==> config.mk <==
export PLATFORM = sky130hd
export DESIGN_NAME = uart_rx_core_flat
export DESIGN_NICKNAME = d
export VERILOG_FILES = /design/src/rtl/uart_pkg.sv /design/src/rtl/uart_rx_core_if.sv /design/src/rtl/uart_baud_tick.sv /design/src/rtl/uart_rx_core.sv /design/src/flat_wrapper.sv
export SDC_FILE = /design/constraint.sdc
export NUM_CORES = 1
export LEC_CHECK = 0
export ABC_AREA = 1
export CAP_MARGIN = 0
export CORE_MARGIN = 10
export CORE_UTILIZATION = 30
export DETAILED_ROUTE_END_ITERATION = 12
export PLACE_DENSITY = 0.53
export SLEW_MARGIN = 10
export SYNTH_ARGS = -nofsm -noshare
export SYNTH_HDL_FRONTEND = slang
export SYNTH_SLANG_ARGS = --single-unit
==> constraint.sdc <==
create_clock -name clk_i -period 2.3 [get_ports clk_i]
set_clock_uncertainty 0.2 [all_clocks]
set_input_delay 0.345 -clock clk_i [delete_from_list [all_inputs] [get_ports clk_i]]
set_output_delay 0.345 -clock clk_i [all_outputs]
set_load 0.02 [all_outputs]
==> src/rtl/uart_pkg.sv <==
// Shared UART types and helpers for the RX core and the baud tick generator.
package uart_pkg;

   localparam int unsigned DATA_BITS = 8;

   typedef enum logic [2:0] {
      StIdle,
      StStart,
      StData,
      StParity,
      StStop,
      StWaitHigh
   } rx_state_t;

   // Clock cycles per oversample tick, rounded down.
   function automatic int unsigned uart_div(input int unsigned clk, input int unsigned baud,
                                            input int unsigned os);
      return clk / (baud * os);
   endfunction

endpackage

==> src/rtl/uart_rx_core_if.sv <==
// Byte/status strobe bundle from the UART receiver towards the RX FIFO side.
interface uart_rx_core_if;
   import uart_pkg::*;

   logic [DATA_BITS-1:0] data_o;
   logic                 data_valid_o;
   logic                 frame_error_o;
   logic                 break_o;
   logic                 parity_error_o;

   modport master (
      output data_o,
      output data_valid_o,
      output frame_error_o,
      output break_o,
      output parity_error_o
   );

   modport slave (
      input data_o,
      input data_valid_o,
      input frame_error_o,
      input break_o,
      input parity_error_o
   );

endinterface

==> src/rtl/uart_baud_tick.sv <==
// Free-running oversample tick divider with a synchronous phase-align clear.
module uart_baud_tick #(
   parameter int unsigned Div = 10
) (
   input  logic clk_i,
   input  logic rst_ni,
   input  logic clr_i,
   output logic tick_o
);

   localparam int unsigned CntW = (Div > 1) ? $clog2(Div) : 1;
   localparam logic [CntW-1:0] CntLast = CntW'(Div - 1);

   logic [CntW-1:0] cnt_q, cnt_d;

   always_comb begin
      if (clr_i || (cnt_q == CntLast)) begin
         cnt_d = '0;
      end else begin
         cnt_d = cnt_q + 1'b1;
      end
   end

   always_ff @(posedge clk_i or negedge rst_ni) begin
      if (!rst_ni) begin
         cnt_q <= '0;
      end else begin
         cnt_q <= cnt_d;
      end
   end

   assign tick_o = (cnt_q == CntLast);

endmodule

==> src/rtl/uart_rx_core.sv <==
// Oversampling 8N1 UART receiver with framing/break detection.
// Define UART_RX_PARITY_EN to add an even-parity bit (8E1) and parity_error_o.
module uart_rx_core
   import uart_pkg::*;
#(
   parameter int unsigned FPGAClkSpeed   = 1600000,
   parameter int unsigned UARTBaudRate   = 10000,
   parameter int unsigned OversampleRate = 16
) (
   input  logic           clk_i,
   input  logic           reset_i,
   input  logic           uart_rx_i,
   uart_rx_core_if.master rx_if
);

   localparam int unsigned Div   = uart_div(FPGAClkSpeed, UARTBaudRate, OversampleRate);
   localparam int unsigned SampW = $clog2(OversampleRate);
   localparam int unsigned BitW  = $clog2(DATA_BITS);
   localparam logic [SampW-1:0] SampLast = SampW'(OversampleRate - 1);
   localparam logic [SampW-1:0] SampMid  = SampW'(OversampleRate / 2 - 1);
   localparam logic [BitW-1:0]  BitLast  = BitW'(DATA_BITS - 1);

   if (Div < 1) begin : g_bad_div
      $error("uart_rx_core: clock too slow for baud rate and oversample rate");
   end
   if ((OversampleRate < 4) || (OversampleRate % 2 != 0)) begin : g_bad_os
      $error("uart_rx_core: OversampleRate must be even and >= 4");
   end

   logic                 rx_meta_q, rx_s_q;
   rx_state_t            state_q;
   logic [SampW-1:0]     samp_q;
   logic [BitW-1:0]      bit_q;
   logic [DATA_BITS-1:0] shift_q, data_q;
   logic                 valid_q, ferr_q, brk_q;
   logic                 tick, tick_clr, mid_bit;

   always_ff @(posedge clk_i or negedge reset_i) begin
      if (!reset_i) begin
         rx_meta_q <= 1'b1;
         rx_s_q    <= 1'b1;
      end else begin
         rx_meta_q <= uart_rx_i;
         rx_s_q    <= rx_meta_q;
      end
   end

   // Restart the tick phase on the start edge so samples land mid-bit.
   assign tick_clr = (state_q == StIdle) && !rx_s_q;
   assign mid_bit  = tick && (samp_q == SampLast);

   uart_baud_tick #(
      .Div(Div)
   ) u_baud_tick (
      .clk_i (clk_i),
      .rst_ni(reset_i),
      .clr_i (tick_clr),
      .tick_o(tick)
   );

`ifdef UART_RX_PARITY_EN
   logic par_q, perr_q, par_bad;
   assign par_bad = ^{shift_q, par_q};
`endif

   always_ff @(posedge clk_i or negedge reset_i) begin
      if (!reset_i) begin
         state_q <= StIdle;
         samp_q  <= '0;
         bit_q   <= '0;
         shift_q <= '0;
         data_q  <= '0;
         valid_q <= 1'b0;
         ferr_q  <= 1'b0;
         brk_q   <= 1'b0;
`ifdef UART_RX_PARITY_EN
         par_q   <= 1'b0;
         perr_q  <= 1'b0;
`endif
      end else begin
         valid_q <= 1'b0;
         ferr_q  <= 1'b0;
         brk_q   <= 1'b0;
`ifdef UART_RX_PARITY_EN
         perr_q  <= 1'b0;
`endif
         if (tick) begin
            samp_q <= (samp_q == SampLast) ? '0 : samp_q + 1'b1;
         end
         unique case (state_q)
            StIdle: begin
               samp_q <= '0;
               bit_q  <= '0;
               if (!rx_s_q) state_q <= StStart;
            end
            StStart: begin
               if (tick && (samp_q == SampMid)) begin
                  samp_q  <= '0;
                  state_q <= rx_s_q ? StIdle : StData;
               end
            end
            StData: begin
               if (mid_bit) begin
                  shift_q <= {rx_s_q, shift_q[DATA_BITS-1:1]};
                  bit_q   <= bit_q + 1'b1;
                  if (bit_q == BitLast) begin
`ifdef UART_RX_PARITY_EN
                     state_q <= StParity;
`else
                     state_q <= StStop;
`endif
                  end
               end
            end
`ifdef UART_RX_PARITY_EN
            StParity: begin
               if (mid_bit) begin
                  par_q   <= rx_s_q;
                  state_q <= StStop;
               end
            end
`endif
            StStop: begin
               if (mid_bit) begin
`ifdef UART_RX_PARITY_EN
                  perr_q <= par_bad;
`endif
                  if (rx_s_q) begin
`ifdef UART_RX_PARITY_EN
                     if (!par_bad) begin
                        data_q  <= shift_q;
                        valid_q <= 1'b1;
                     end
`else
                     data_q  <= shift_q;
                     valid_q <= 1'b1;
`endif
                     state_q <= StIdle;
                  end else begin
                     ferr_q  <= 1'b1;
                     brk_q   <= (shift_q == '0);
                     state_q <= StWaitHigh;
                  end
               end
            end
            StWaitHigh: begin
               if (rx_s_q) state_q <= StIdle;
            end
            default: state_q <= StIdle;
         endcase
      end
   end

   assign rx_if.data_o        = data_q;
   assign rx_if.data_valid_o  = valid_q;
   assign rx_if.frame_error_o = ferr_q;
   assign rx_if.break_o       = brk_q;
`ifdef UART_RX_PARITY_EN
   assign rx_if.parity_error_o = perr_q;
`else
   assign rx_if.parity_error_o = 1'b0;
`endif

endmodule
==> src/flat_wrapper.sv <==
// flat-port wrapper written by rule: the top's interface ports become plain ports
module uart_rx_core_flat import uart_pkg::*;
#(
   parameter int unsigned FPGAClkSpeed   = 1600000,
   parameter int unsigned UARTBaudRate   = 10000,
   parameter int unsigned OversampleRate = 16
)
  (clk_i, reset_i, uart_rx_i, rx_if_data_o, rx_if_data_valid_o, rx_if_frame_error_o, rx_if_break_o, rx_if_parity_error_o);
  uart_rx_core_if rx_if_i ();
  input  logic clk_i;
  input  logic reset_i;
  input  logic uart_rx_i;
  output wire logic [$bits(rx_if_i.data_o)-1:0] rx_if_data_o;
  output wire logic [$bits(rx_if_i.data_valid_o)-1:0] rx_if_data_valid_o;
  output wire logic [$bits(rx_if_i.frame_error_o)-1:0] rx_if_frame_error_o;
  output wire logic [$bits(rx_if_i.break_o)-1:0] rx_if_break_o;
  output wire logic [$bits(rx_if_i.parity_error_o)-1:0] rx_if_parity_error_o;
  assign rx_if_data_o = rx_if_i.data_o;
  assign rx_if_data_valid_o = rx_if_i.data_valid_o;
  assign rx_if_frame_error_o = rx_if_i.frame_error_o;
  assign rx_if_break_o = rx_if_i.break_o;
  assign rx_if_parity_error_o = rx_if_i.parity_error_o;
  uart_rx_core #(.FPGAClkSpeed(FPGAClkSpeed), .UARTBaudRate(UARTBaudRate), .OversampleRate(OversampleRate)) u_core (.clk_i(clk_i), .reset_i(reset_i), .uart_rx_i(uart_rx_i), .rx_if(rx_if_i));
endmodule
# == Word level (Yosys, flattened, before mapping) ==
# Index checks and enable logic that the tools add are counted.
# op_classes
n_eq_ne,14
n_reduce_logical,12
shift,0
div_mod_pow,0
add_sub_neg,3
multipliers,0
muxes,25
magnitude_cmp,0
bitwise,0
# op_table
op,count
3-bit 2-to-1 mux,8
4-bit 2-to-1 mux,4
3-bit one-hot mux with 5 select lines,1
"2-bit by 1-bit inequality test with 1-bit output, second input constant",5
"3-bit equality test, second input constant",3
1-bit 2-to-1 mux,9
"4-bit by 1-bit adder with 4-bit output, second input constant",2
"4-bit equality test, second input constant",2
8-bit zero test,1
4-bit one-hot mux with 2 select lines,1
3-bit one-hot mux with 2 select lines,1
6-bit AND reduction,1
"4-bit by 3-bit equality test with 1-bit output, second input constant",1
2-bit AND reduction,2
"3-bit by 1-bit adder with 3-bit output, second input constant",1
"3-bit by 1-bit equality test with 1-bit output, second input constant",1
"3-bit by 2-bit equality test with 1-bit output, second input constant",1
1-bit logical AND,3
3-bit zero test,1
3-bit AND reduction,1
2-bit 2-to-1 mux,1
"2-bit inequality test, second input constant",1
2-bit nonzero test,1
1-bit zero test,1
1-bit logical OR,1
# word_totals
latch_bits,0
ramBits,0
word_cells,65
register_bits,35
mem_count,0
rom_bits,0
out_inout_bits,12
input_bits,3

# == Longest topological paths before layout ==
# Gate-level depths: netlist (run 1).
# depth
word_depth,5
mapped_depth,11

# == Cells and area by module ==
# A second synthesis (run 1) with hierarchy kept.
# unflattened
hier_cells,180
area_unflattened_um2,1699.1
# by_module_without_submodules
module,instances,seq_area_each_um2,cells_each,area_each_um2
uart_rx_core,1,778.2,158,1497.7
uart_baud_tick,1,100.1,22,201.4

# == Worst setup path after synthesis (run 1) ==
# No wires, ideal clock.
# synth_path
kind,reg2reg
start,reg u_core.u_baud_tick.cnt_q[1]
end,reg u_core.bit_q[0]
t_arrival_ns,1.311
path_stages_with_launch,12
slack_ns,0.667
path_cell_list,dfrtp_1 inv_1 ha_1 nand2_2 nor2_4 nand2_4 nor2_4 inv_2 nand2_2 inv_2 nand2_1 o21ai_1
# synth_via
elab_chain_cells,4
# synth_rtl
item,line_no,source
start: declaration,uart_baud_tick.sv:14,"logic [CntW-1:0] cnt_q, cnt_d;"
start signal: assignment,uart_baud_tick.sv:28,cnt_q <= cnt_d;
4-bit equality test,uart_baud_tick.sv:32,assign tick_o = (cnt_q == CntLast);
1-bit logical AND,uart_rx_core.sv:50,assign mid_bit = tick && (samp_q == SampLast);
2-bit by 1-bit inequality test with 1-bit output (no line),-,
2-bit AND reduction (no line),-,
end signal: assignment,uart_rx_core.sv:105,bit_q <= bit_q + 1'b1;
end: declaration,uart_rx_core.sv:33,logic [BitW-1:0] bit_q;
# Every way passes these cells.
# A chain may end at the register's enable or synchronous reset.

# == Worst setup path after layout (run 1) ==
# Same ends and word-level chain as after synthesis.

==> impl_metrics.json, run 1 <==
{
  "status": "finished, final reports clean",
  "die_x_um": 93.69,
  "fin_crit_sh_pct": 81.77,
  "synth_seq_area_share_pct": 53.92,
  "via_per_inst": 4.341,
  "cts_resized": 0,
  "grt_usage_pct": 7.203,
  "startpoint_type": "flop",
  "gp_congestion": 0.7528,
  "syn_area_um2": 1629,
  "post_cts_buffers": 0,
  "drc": 0,
  "tns_ns": 0,
  "drt_first_pass_iters": 4,
  "coreArea_um2": 5172,
  "grt_max_degree": 36,
  "hpwl_um": 2134,
  "clock-sinks": 35,
  "initial_core_util_pct": 31.49,
  "row_count": 26,
  "power.density_nw_per_um2": 620.6,
  "final_common_cell": "nand2_1",
  "antenna_found_initial": 0,
  "required_ns": 2.27,
  "numCtsBuffers": 5,
  "wire_per_inst_um": 10.63,
  "clockBufferDepth": 2,
  "period_needed_ns": 1.881,
  "layout_common_cells": "43 x nand2_1, 33 x dfrtp_1, 23 x inv_1",
  "hold_path_depth": 0,
  "leakage_uw": 0.0009260,
  "ys_warn_count": 0,
  "postRouteAntennaNets": 0,
  "grt_overflow": 0,
  "first_global_vias": 1112,
  "drv_cap": 0,
  "rsz0062_at_grt": "false",
  "vias": 1146,
  "synth.area.top_cells": "dfrtp_1 51%, nand2_1 9.9%, inv_1 5.3%",
  "power_frac_comb_pct": 1.7,
  "tritoncts": "built",
  "synth_cell_types": 27,
  "synth_area_per_cell_um2": 9.309,
  "worst_pin_slew_ns": 0.5057,
  "p_sw_share_pct": 19.16,
  "grt_pass1_wl_um": 4933,
  "synth_fp_nets": 183,
  "setup_viol": 0,
  "synth_top_area_share_pct": 50.69,
  "critical_path_class": "flop to flop",
  "hold_violations": 0,
  "syn_inst": 175,
  "rr_worst_depth": 11,
  "fp.dieArea_um2": 8778,
  "hold_path_class": "flop to flop",
  "pwr-share-seq_pct": 51.5,
  "path_clk_slew_ns": 0.07,
  "ir_worst_vdd_v": 0.0003345,
  "htreeDepth": 2,
  "routed_wl_um": 2805,
  "drt_iter0_drc": 60,
  "fmax_ghz": 0.5317,
  "ios": 15,
  "ys_ff_latch": 35,
  "power_switching_uw": 230.9,
  "power_uw": 1205,
  "endpoint_kind": "flop",
  "syn_to_final_growth_pct": 19.20,
  "io_buffers": 13,
  "worstPathArrival_ns": 1.85,
  "power.internal_uw": 974.2,
  "finalNetCount": 201,
  "clk_latency_ns": 0.29,
  "root_buffer": "clkbuf_8",
  "drive_above_1_share_pct": 16.49,
  "chipHeight_um": 93.69,
  "slew_violations": 0,
  "clkPwrFrac_pct": 46.8,
  "cp_max_fo": 17,
  "insertedDiodeCount": 0,
  "relSlewSlack_pct": 65.93,
  "yosys.area.top_type": "dfrtp_1",
  "cts_hold_buf": 0
}
[flip-flops by register name, summed over array words and instances (netlist names)]
name and cells:
u_core.bit_q 3, u_core.rx_if.break_o 1, u_core.rx_if.data_o 8, u_core.rx_if.data_valid_o 1
u_core.rx_if.frame_error_o 1, u_core.rx_meta_q 1, u_core.rx_s_q 1, u_core.samp_q 4
u_core.shift_q 8, u_core.state_q 3, u_core.u_baud_tick.cnt_q 4
[critical path: stages (launching register included)]
cell     delay (ns)
dfrtp_1        0.39
inv_1          0.06
ha_1           0.14
nand2_2        0.06
nor2_4         0.21
nand2_4        0.11
nor2_4         0.28
inv_2          0.08
nand2_2        0.09
inv_2          0.05
nand2_1        0.05
o21ai_1        0.06
[cells by family after synthesis]
family | synth area share, %
AND/OR/NAND/NOR | 23.50
flip-flops | 53.92
adder cells (fa/ha/maj) | 3.840
other | 0.2302
XOR/XNOR | 1.613
buffers and inverters | 7.834
AO/OA/AOI/OAI | 9.063
[synth_stat cells]
cell type   n
nand2_1    43
dfrtp_1    33
inv_1      23
nor2_1     10
o21ai_0    10
nand3_1     9
o21ai_2     8
ha_1        5
a21oi_1     3
inv_2       3
nand2_2     3
nand4_1     3
nor3_1      3
buf_6       2
dfstp_2     2
nor2_2      2
nor2_4      2
xor2_1      2
buf_4       1
conb_1      1
nand2_4     1
nand3_4     1
nor3_4      1
nor4_1      1
o211ai_1    1
o21ai_1     1
xnor2_1     1
[area by class of cell]
cell class                 instances  area, um^2
fill                             525        3231
sequential                        35       878.3
multi-input combinational        111       623.1
timing repair buffer              14       137.6
inverter                          26       97.59
tap                               70       87.58
clock buffer                       6       82.58
clock inverter                     2       35.03
[power by group through the flow]
stage / Sequential (uW) / Combinational (uW) / Clock, uW
after global placement: 632 / 22.0 / 0
after CTS: 620 / 21.9 / 580
final: 621 / 20.4 / 564
after detailed placement: 632 / 21.9 / 0
after floorplan: 632 / 5.71 / 0
after global routing: 620 / 24.3 / 611
[final timing paths]
kind / from / to / slack [ns]
worst min register to register: u_core.rx_meta_q$_DFF_PN1_ / u_core.rx_s_q$_DFF_PN1_ / 0.16
min in group asynchronous: reset_i / u_core.rx_if.data_o[5]$_DFFE_PN0P_ / 0.25
worst max-delay path: u_core.u_baud_tick.cnt_q[1]$_DFF_PN0_ / u_core.bit_q[0]$_DFFE_PN0P_ / 0.42
max in group asynchronous: reset_i / u_core.rx_meta_q$_DFF_PN1_ / 1.30
worst min-delay path: u_core.rx_meta_q$_DFF_PN1_ / u_core.rx_s_q$_DFF_PN1_ / 0.16
worst max register to register: u_core.u_baud_tick.cnt_q[1]$_DFF_PN0_ / u_core.bit_q[0]$_DFFE_PN0P_ / 0.42
[metrics by stage]
stage          hold WS, ns  cells  instance area, um^2  util (%)  setup slack, ns
3_3_place_gp        0.1457    256                 1824     35.27           0.4681
5_1_grt             0.1622    264                 1942     37.54           0.2092
6_report            0.1562    264                 1942     37.54           0.4193
3_5_place_dp        0.1473    256                 1824     35.27           0.4068
2_1_floorplan      -0.1506    175                 1629         -           0.6674
4_1_cts             0.1575    264                 1942     37.54           0.3965
[layer usage]
| layer | vias up | track usage (%) | routed length [um] |
|---|---|---|---|
| met5 | - | 0 | 0 |
| met4 | 0 | 4.557 | 80 |
| met3 | 7 | 1.998 | 92 |
| met2 | 16 | 11.64 | 1383 |
| met1 | 539 | 8.207 | 1248 |
| li1 | 584 | - | - |
Power figures use the tool's default switching activity.
==> run 2, diff against run 1 <==
--- a/config.mk
+++ b/config.mk
@@ -10,7 +10,7 @@
 export CORE_MARGIN = 10
 export CORE_UTILIZATION = 30
 export DETAILED_ROUTE_END_ITERATION = 12
-export PLACE_DENSITY = 0.53
+export PLACE_DENSITY = 0.55
 export SLEW_MARGIN = 10
 export SYNTH_ARGS = -nofsm -noshare
 export SYNTH_HDL_FRONTEND = slang
==> constraint.sdc (replaced) <==
create_clock -name clk_i -period 1.7 [get_ports clk_i]
set_clock_uncertainty 0.2 [all_clocks]
set_input_delay 0.255 -clock clk_i [delete_from_list [all_inputs] [get_ports clk_i]]
set_output_delay 0.255 -clock clk_i [all_outputs]
set_load 0.02 [all_outputs]
==> run 2 against run 1 <==
  * Sequential cell count is the same
  * Core utilization grew 2.3 points
  * Via count grew 3.1%
  * Critical path type unchanged
  * Critical endpoint is now u_core.rx_if.data_o[0]$_DFFE_PN0P_
  * Highest routed layer unchanged
==> impl_metrics.json, run 2 (synthesis gave the netlist of run 1 again) <==
{
  "syn_to_final_growth_pct": 26.57,
  "fin_hold_ws_ns": 0.1238,
  "io_buffers": 13,
  "initial_core_util_pct": 31.49,
  "grt_usage_pct": 7.678,
  "hold_path_class": "primary input to async pin",
  "tns_ns": 0,
  "drt_iter0_drc": 65,
  "status": "finished, final reports clean",
  "htreeDepth": 2,
  "grt_overflow": 0,
  "row_count": 26,
  "grt_max_degree": 36,
  "critical_path_class": "flop to flop",
  "first_global_vias": 1135,
  "rr_endpoint": "u_core.rx_if.data_o[0]$_DFFE_PN0P_",
  "met3RoutedLength_um": 117,
  "period_needed_ns": 1.635,
  "grt_pass1_wl_um": 5326,
  "required_ns": 1.68,
  "final_common_cell": "nand2_1",
  "fin_crit_sh_pct": 96.15,
  "gp_congestion": 0.8293,
  "setup_viol": 0,
  "ios": 15,
  "fp.dieArea_um2": 8778,
  "antenna_found_initial": 0,
  "drc": 0,
  "finalInstanceArea_um2": 2062,
  "layout_common_cells": "41 x nand2_1, 33 x dfrtp_1, 23 x inv_1",
  "tritoncts": "built",
  "endpoint_kind": "flop",
  "cp_max_fo": 9,
  "worstPathArrival_ns": 1.62,
  "met1_length_um": 1417,
  "drive_above_1_share_pct": 22.06,
  "finalNetCount": 211,
  "coreArea_um2": 5172,
  "slowest_stage": "dfrtp_1",
  "r2r-start": "u_core.u_baud_tick.cnt_q[1]$_DFF_PN0_",
  "drt_first_pass_iters": 4,
  "routed_wl_um": 3066,
  "drv_cap": 0,
  "n_fill_cell": 503,
  "leakage_uw": 0.001074,
  "rr_worst_depth": 9,
  "startpoint_type": "flop",
  "die_x_um": 93.69,
  "clockBufferDepth": 2,
  "cts_hold_buf": 0,
  "max_stage_delay_ns": 0.40,
  "hold_violations": 0,
  "dpl_cell_area_um2": 1897,
  "top_layer": "met4",
  "vias": 1182,
  "hpwl_um": 2128,
  "via_per_inst": 4.314,
  "postRouteAntennaNets": 0,
  "fmax_ghz": 0.6118,
  "insertedDiodeCount": 0,
  "numCtsBuffers": 5,
  "clock-sinks": 35,
  "clk_latency_ns": 0.29,
  "slew_violations": 0,
  "ir_worst_vdd_v": 0.0003826,
  "rsz0062_at_grt": "true",
  "reg2reg_slack_ns": 0.07,
  "final_core_util_pct": 39.86,
  "chipHeight_um": 93.69,
  "crit_chain": "inv_1, ha_1, nand2_2, nor2_4, nand2_4, inv_2, nand3_4, nand2_1, o21ai_2",
  "power_uw": 1641,
  "wl_met2_um": 1460,
  "power.density_nw_per_um2": 796.0,
  "path_clk_slew_ns": 0.07,
  "root_buffer": "clkbuf_8",
  "wire_per_inst_um": 11.19
}
[run 2: changes by cell type in the layout (fill, tap and decap cells not counted), moves of 3 or more]
cell / previous run / this run
clkdlybuf4s50_1: 13 / 2
dlymetal6s2s_1: 0 / 3
dlygate4sd2_1: 0 / 8
buf_4: 1 / 8
[run 2: repair_timing]
action                     4_1_cts  5_1_grt
buffers inserted                 0        1
resized for setup                8       12
cloned                           1        0
setup endpoints to repair        9       29
hold endpoints to repair         0        0
[run 2: layer usage]
layer | vias up | global-route usage [%]
met5 | - | 0
met3 | 5 | 3.118
met2 | 15 | 11.87
met1 | 552 | 9.000
met4 | 0 | 3.797
li1 | 610 | -
[run 2: worst max path at each step]
stage,start,to,slack (ns),depth (start not counted)
CTS,u_core.u_baud_tick.cnt_q[1]$_DFF_PN0_,u_core.rx_if.data_o[5]$_DFFE_PN0P_,0.0008,8
global placement,u_core.u_baud_tick.cnt_q[1]$_DFF_PN0_,u_core.u_baud_tick.cnt_q[3]$_DFF_PN0_,0.02,8
detailed placement,u_core.u_baud_tick.cnt_q[1]$_DFF_PN0_,u_core.rx_if.data_o[5]$_DFFE_PN0P_,0.02,9
floorplan,u_core.u_baud_tick.cnt_q[1]$_DFF_PN0_,u_core.bit_q[0]$_DFFE_PN0P_,0.07,11
finish,u_core.u_baud_tick.cnt_q[1]$_DFF_PN0_,u_core.rx_if.data_o[0]$_DFFE_PN0P_,0.07,9
global route,u_core.u_baud_tick.cnt_q[1]$_DFF_PN0_,u_core.rx_if.data_o[7]$_DFFE_PN0P_,-0.05,9
[run 2: layout make-up]
| type | count | area, um^2 | area share [%] |
|---|---|---|---|
| clock buffer | 5 | 68.82 | 3.337 |
| timing repair buffer | 23 | 222.7 | 10.80 |
| sequential | 35 | 878.3 | 42.60 |
| clock inverter | 3 | 47.55 | 2.306 |
| multi-input combinational | 112 | 659.4 | 31.98 |
| tap | 70 | 87.58 | 4.248 |
| inverter | 26 | 97.59 | 4.733 |
[run 2: power breakdown]
part	internal, uW	switching [uW]	total, uW	leakage (uW)
logic	10.3	22.2	32.5	0.000548
registers	836	4.25	841	0.000467
clock network	444	324	768	0.0000587
[run 2: stage by stage]
stage / std cells / setup WS (ns)
3_5_place_dp: 264 / 0.01883
5_1_grt: 274 / -0.04606
2_1_floorplan: 175 / 0.06736
4_1_cts: 273 / 0.0007655
3_3_place_gp: 264 / 0.01803
6_report: 274 / 0.06539
[run 2: critical path: cells and delay by family, from the launching register on]
kind            cells  cell delay [ns]
compound gates      1             0.05
fa+ha+maj           1             0.15
buf+inv             2             0.18
flops               1             0.40
simple gates        5             0.55
